<file path="src/rtl/ps2_pkg.sv">
// rtl/ps2_pkg.sv - shared constants for the PS/2 frame receiver
package ps2_pkg;

  localparam int   FRAME_BITS         = 11;
  localparam logic START_BIT          = 1'b0;
  localparam logic STOP_BIT           = 1'b1;
  localparam logic LINE_IDLE          = 1'b1;
  localparam int   DEFAULT_TIMEOUT    = 50000;
  localparam int   DEFAULT_FIFO_DEPTH = 8;

  // Odd parity holds when data plus parity bit contain an odd number of ones.
  function automatic logic odd_parity_ok(input logic [7:0] d, input logic p);
    return ^{d, p};
  endfunction

endpackage

</file>
<file path="src/rtl/ps2_byte_fifo.sv">
// rtl/ps2_byte_fifo.sv - byte FIFO holding received scan codes
module ps2_byte_fifo #(
  parameter int DEPTH = 8,
  parameter int PTR_W = 3
) (
  input  logic       clk,
  input  logic       clrn,
  input  logic       push,
  input  logic       pop,
  input  logic [7:0] wdata,
  output logic [7:0] rdata,
  output logic       full,
  output logic       empty
);

  logic [7:0]     mem [DEPTH];
  logic [PTR_W:0] wr_ptr;
  logic [PTR_W:0] rd_ptr;
  logic           do_pop;
  logic           do_push;

  assign empty   = (wr_ptr == rd_ptr);
  assign full    = (wr_ptr[PTR_W] != rd_ptr[PTR_W]) &&
                   (wr_ptr[PTR_W-1:0] == rd_ptr[PTR_W-1:0]);
  assign do_pop  = pop && !empty;
  // A write into a full FIFO is allowed when the head leaves in the same cycle.
  assign do_push = push && (!full || do_pop);
  assign rdata   = mem[rd_ptr[PTR_W-1:0]];

  always_ff @(posedge clk) begin
    if (!clrn) begin
      for (int i = 0; i < DEPTH; i++) mem[i] <= 8'h00;
      wr_ptr <= '0;
      rd_ptr <= '0;
    end else begin
      if (do_push) begin
        mem[wr_ptr[PTR_W-1:0]] <= wdata;
        wr_ptr <= wr_ptr + 1'b1;
      end
      if (do_pop) rd_ptr <= rd_ptr + 1'b1;
    end
  end

endmodule

</file>
<file path="src/rtl/ps2_frame_rx.sv">
// rtl/ps2_frame_rx.sv - PS/2 pin synchroniser, frame deserialiser and checker
module ps2_frame_rx
  import ps2_pkg::*;
#(
  parameter int FIFO_DEPTH = DEFAULT_FIFO_DEPTH,
  parameter int PTR_W      = 3,
  parameter int TIMEOUT    = DEFAULT_TIMEOUT
) (
  input  logic       clk,
  input  logic       clrn,
  input  logic       ps2_clk,
  input  logic       ps2_data,
  input  logic       nextdata_n,
  output logic [7:0] data,
  output logic       ready,
  output logic       overflow,
  output logic       parity_err,
  output logic       ps_data_sync
);

  localparam int         TO_W     = $clog2(TIMEOUT + 1);
  localparam logic [3:0] LAST_BIT = 4'(FRAME_BITS - 1);

  logic [2:0]      clk_sync;
  logic [2:0]      dat_sync;
  logic [3:0]      cnt;
  logic [TO_W-1:0] tcnt;
  logic [7:0]      dbuf;
  logic            par;
  logic            fall;
  logic            bit_in;
  logic            frame_ok;
  logic            push;
  logic            full;
  logic            empty;

  assign fall         = !clk_sync[1] && clk_sync[2];
  assign bit_in       = dat_sync[2];
  assign ps_data_sync = dat_sync[2];
  assign frame_ok     = (bit_in == STOP_BIT) && odd_parity_ok(dbuf, par);
  assign push         = fall && (cnt == LAST_BIT) && frame_ok;
  assign ready        = !empty;

  always_ff @(posedge clk) begin
    if (!clrn) begin
      clk_sync   <= {3{LINE_IDLE}};
      dat_sync   <= {3{LINE_IDLE}};
      cnt        <= 4'd0;
      tcnt       <= '0;
      dbuf       <= 8'h00;
      par        <= 1'b0;
      overflow   <= 1'b0;
      parity_err <= 1'b0;
    end else begin
      clk_sync   <= {clk_sync[1:0], ps2_clk};
      dat_sync   <= {dat_sync[1:0], ps2_data};
      parity_err <= 1'b0;
      // Full and no pop this cycle: the FIFO refuses the byte.
      if (push && full && nextdata_n) overflow <= 1'b1;
      if (fall) begin
        tcnt <= '0;
        if (cnt == 4'd0) begin
          if (bit_in == START_BIT) cnt <= 4'd1;
        end else if (cnt <= 4'd8) begin
          dbuf <= {bit_in, dbuf[7:1]};
          cnt  <= cnt + 4'd1;
        end else if (cnt == 4'd9) begin
          par <= bit_in;
          cnt <= cnt + 4'd1;
        end else begin
          cnt <= 4'd0;
          if (!frame_ok) parity_err <= 1'b1;
        end
      end else if (cnt != 4'd0) begin
        if (tcnt == TO_W'(TIMEOUT)) begin
          cnt  <= 4'd0;
          tcnt <= '0;
        end else begin
          tcnt <= tcnt + 1'b1;
        end
      end
    end
  end

  ps2_byte_fifo #(
    .DEPTH(FIFO_DEPTH),
    .PTR_W(PTR_W)
  ) u_fifo (
    .clk  (clk),
    .clrn (clrn),
    .push (push),
    .pop  (!nextdata_n),
    .wdata(dbuf),
    .rdata(data),
    .full (full),
    .empty(empty)
  );

endmodule

</file>
<file path="config.mk">
export PLATFORM = sky130hd
export DESIGN_NAME = ps2_frame_rx
export DESIGN_NICKNAME = d
export VERILOG_FILES = /design/src/rtl/ps2_pkg.sv /design/src/rtl/ps2_byte_fifo.sv /design/src/rtl/ps2_frame_rx.sv
export SDC_FILE = /design/constraint.sdc
export NUM_CORES = 1
export LEC_CHECK = 0
export BUFFER_PORTS_ARGS = -buffer_cell sky130_fd_sc_hd__buf_2
export CAP_MARGIN = 20
export CORE_ASPECT_RATIO = 1.4
export CORE_MARGIN = 2
export CORE_UTILIZATION = 35
export CTS_CLUSTER_DIAMETER = 80
export DETAILED_ROUTE_END_ITERATION = 16
export PLACE_DENSITY = 0.56
export SYNTH_ARGS = -nofsm -noshare
export SYNTH_HDL_FRONTEND = slang
export SYNTH_SLANG_ARGS = --single-unit
</file>
<file path="constraint.sdc">
create_clock -name clk -period 4.3 [get_ports clk]
set_input_delay 0.43 -clock clk [delete_from_list [all_inputs] [get_ports clk]]
set_output_delay 0.43 -clock clk [all_outputs]
set_load 0.1 [all_outputs]
</file>
==> flow_summary.ini <==
[timing]
rsz0062_at_grt = no
fmax_mhz = 358
slew_viol_final = 0
fin_skew_ps = 10.7
finalHoldViolations = 0
tns_ps = 0
min_period_over_period = 0.649
finalSetupViolCount = 0
max_slew_margin = 0.388
finalCriticalPeriod_ps = 2790
tightest_slew_ps = 916
fin_ws_ps = 1510

[placement]
post-dp-hpwl_um = 7360
place_ws_ps = 1170
port_buffers = 16
place_congestion = 0.815

[clocking]
cts-buffers-inserted = 9
cts_sinks = 112
cts_tree = yes
cts-root-buf = clkbuf_16
path_clk_slew_ps = 80
clk_latency_ps = 350
cts_max_path_buffers = 2
htreeDepth = 3
cts_hold_buf = 0
cts_setup_buffers = 0
cts_resized = 0

[yosys]
synthArstFlopShare = 0
yosysWarnings = 0
synth_edf_count = 64
yosysSeqAreaShare = 0.565
syn-num-nets = 456
synth-seq-cells = 112
synth_cells = 443
ys_types = 44
avgSynthCellArea_um2 = 11.5
ys.flop_type = edfxtp_1
synth_area_mm2 = 0.00510

[run]
drv_cap = 0

[die]
die_w_um = 106
rows = 52
start_util = 0.355
design.core.area_mm2 = 0.0144
io_pins = 17
die_area_mm2 = 0.0156
die_h_um = 147

[critical_path]
cpPeakStageDelay_ps = 800
r2r_slack_ps = 1510
critPathSlowestCell = nand4_1
cp_common_cell = xor2_1
reg2reg_depth = 5
rr_endpoint = u_fifo.mem[4][0]
crit_fanout = 16
crit_path_start_kind = flip-flop
cp_data_required_time_ps = 4470
r2r_start = dbuf[1]
crit_chain = xor2_1, xnor3_2, xor2_1, nand4_1, nor2_1
arrival_ps = 2960
cp-end-kind = flip-flop
timing_worst_setup_path_type = reg2reg

[drt]
antenna_left = 0
dr_total_vias = 3233
drc = 0
viasPerCell = 5.00
wl_per_cell_um = 16.4
first_pass_iters = 4
drt-total-wl_um = 10600
drt_iter0_markers = 168

[status]
status = complete, no violations

[cells_and_area]
nFillCells = 1409
ff_latch_area_mm2 = 0.00288
area_growth_pct = 10.7
nets = 465
diodes = 0
multiInputGateArea_mm2 = 0.00204
drive_above_1_share = 0.151

[pwr]
leakage_nw = 1.92
p_per_area_mw_per_mm2 = 363
ir_drop_mv = 0.158

[hold_path]
hp-class = in2reg
min_from = ps2_clk
worstHoldPathCells = 2
whs_endpoint = clk_sync[0]

[grt]
grt_pass1_vias = 3285
antenna_found_initial = 0
grt_pass1_wl_um = 17400
grtUsageTotal = 0.146
grt_overflow_total = 0
grt_start_max_net_pins = 33
==> metrics by stage <==
step | hold WS [ps] | std cells | total power [W] | utilization | cell area (um2)
6_report | 260 | 646 | 0.00205 | 0.393 | 5640
5_1_grt | 265 | 646 | 0.00212 | 0.393 | 5640
4_1_cts | 247 | 643 | 0.00207 | 0.390 | 5610
3_3_place_gp | 391 | 627 | 0.00126 | 0.370 | 5320
2_1_floorplan | 386 | 443 | 0.00124 | - | 5100
3_5_place_dp | 394 | 627 | 0.00126 | 0.370 | 5320
==> synthesized netlist by cell type, types with 9 or more instances <==
| cell | n | area share |
|---|---|---|
| dfxtp_1 | 48 | 0.19 |
| nand2b_1 | 11 | 0.013 |
| mux2i_1 | 14 | 0.027 |
| xor2_1 | 11 | 0.019 |
| nor3_1 | 40 | 0.039 |
| nand4_1 | 9 | 0.011 |
| nor2_1 | 73 | 0.054 |
| mux4_2 | 16 | 0.071 |
| xnor2_1 | 18 | 0.031 |
| inv_1 | 12 | 0.0088 |
| nand2_1 | 33 | 0.024 |
| nand3_1 | 10 | 0.0098 |
| clkbuf_1 | 12 | 0.0088 |
| edfxtp_1 | 64 | 0.38 |
==> power by group <==
group | total, W | internal, W | switching [W]
clock | 0.000815 | 0.000418 | 0.000397
sequential | 0.00116 | 0.00115 | 0.00000785
combinational | 0.0000732 | 0.0000196 | 0.0000536
total | 0.00205 | 0.00159 | 0.000458
==> logic make-up (layout without fill, tap and decap cells) <==
family | Yosys count | in the layout | share of synthesized area
DFF | 112 | 112 | 0.565
AOI/OAI and AO/OA | 22 | 22 | 0.0302
adders and majority gates | 8 | 8 | 0.0196
and+or+nand+nor | 195 | 195 | 0.179
buffers and inverters | 38 | 52 | 0.0353
xor gates and xnor gates | 30 | 30 | 0.0545
muxes | 38 | 38 | 0.116
==> sequential cells by signal, indices dropped and copies added (netlist names), named ones only <==
name	count
par	1
dat_sync	3
overflow	1
dbuf	8
u_fifo.rd_ptr	4
parity_err	1
cnt	4
tcnt	16
clk_sync	3
u_fifo.wr_ptr	4
u_fifo.mem	64
==> worst max-delay path, delay by kind of cell, from the launching register on <==
family	cells	cell delay, ps
xor+xnor	3	1020
flops	1	440
simple gates	2	1140
==> routing by layer <==
layer  part of all wire  GRT usage  up-vias  wire length [um]
met1               0.42      0.174     1566              4490
met3              0.039     0.0297       12               414
li1                   -          -     1600                 -
met2               0.51      0.251       55              5430
met5                  0          0        -                 0
met4              0.026     0.0691        0               280
==> cell type report <==
| type | count | area share |
|---|---|---|
| sequential | 112 | 0.511 |
| multi-input combinational | 293 | 0.361 |
| clock buffer | 10 | 0.0423 |
| tap | 189 | 0.0419 |
| timing repair buffer | 24 | 0.0275 |
| clock inverter | 6 | 0.00887 |
| inverter | 12 | 0.00798 |
==> how the worst max path moves through the flow <==
stage	start	depth (start not counted)	to	slack, ps
after floorplan	dat_sync[2]	4	u_fifo.mem[1][0]	1560
after global placement	dbuf[2]	5	u_fifo.mem[5][5]	1290
after detailed placement	dbuf[1]	5	u_fifo.mem[5][1]	1170
after CTS	flip-flop	3	data[7]	1120
after global routing	dbuf[1]	5	u_fifo.mem[0][1]	1290
final	dbuf[1]	5	u_fifo.mem[4][0]	1510
==> cells in the final DEF (no fill, tap or decap), types with 2 or more instances in the layout <==
| cell | instances |
|---|---|
| mux2i_1 | 14 |
| nand2b_1 | 11 |
| nor2_1 | 73 |
| or4_1 | 2 |
| ha_1 | 8 |
| and4_1 | 2 |
| o31ai_1 | 4 |
| a22oi_1 | 2 |
| nand3_1 | 10 |
| o21ai_0 | 5 |
| inv_1 | 12 |
| nor3_1 | 40 |
| mux2_2 | 8 |
| clkbuf_16 | 9 |
| mux4_2 | 16 |
| buf_4 | 5 |
| dfxtp_1 | 48 |
| nand2_1 | 33 |
| xor2_1 | 11 |
| a21oi_1 | 4 |
| buf_2 | 18 |
| inv_6 | 2 |
| xnor2_1 | 18 |
| edfxtp_1 | 64 |
| nor4_1 | 3 |
| and3_1 | 2 |
| nor2b_1 | 4 |
| nand4_1 | 9 |
(Power assumes the default switching activity.)
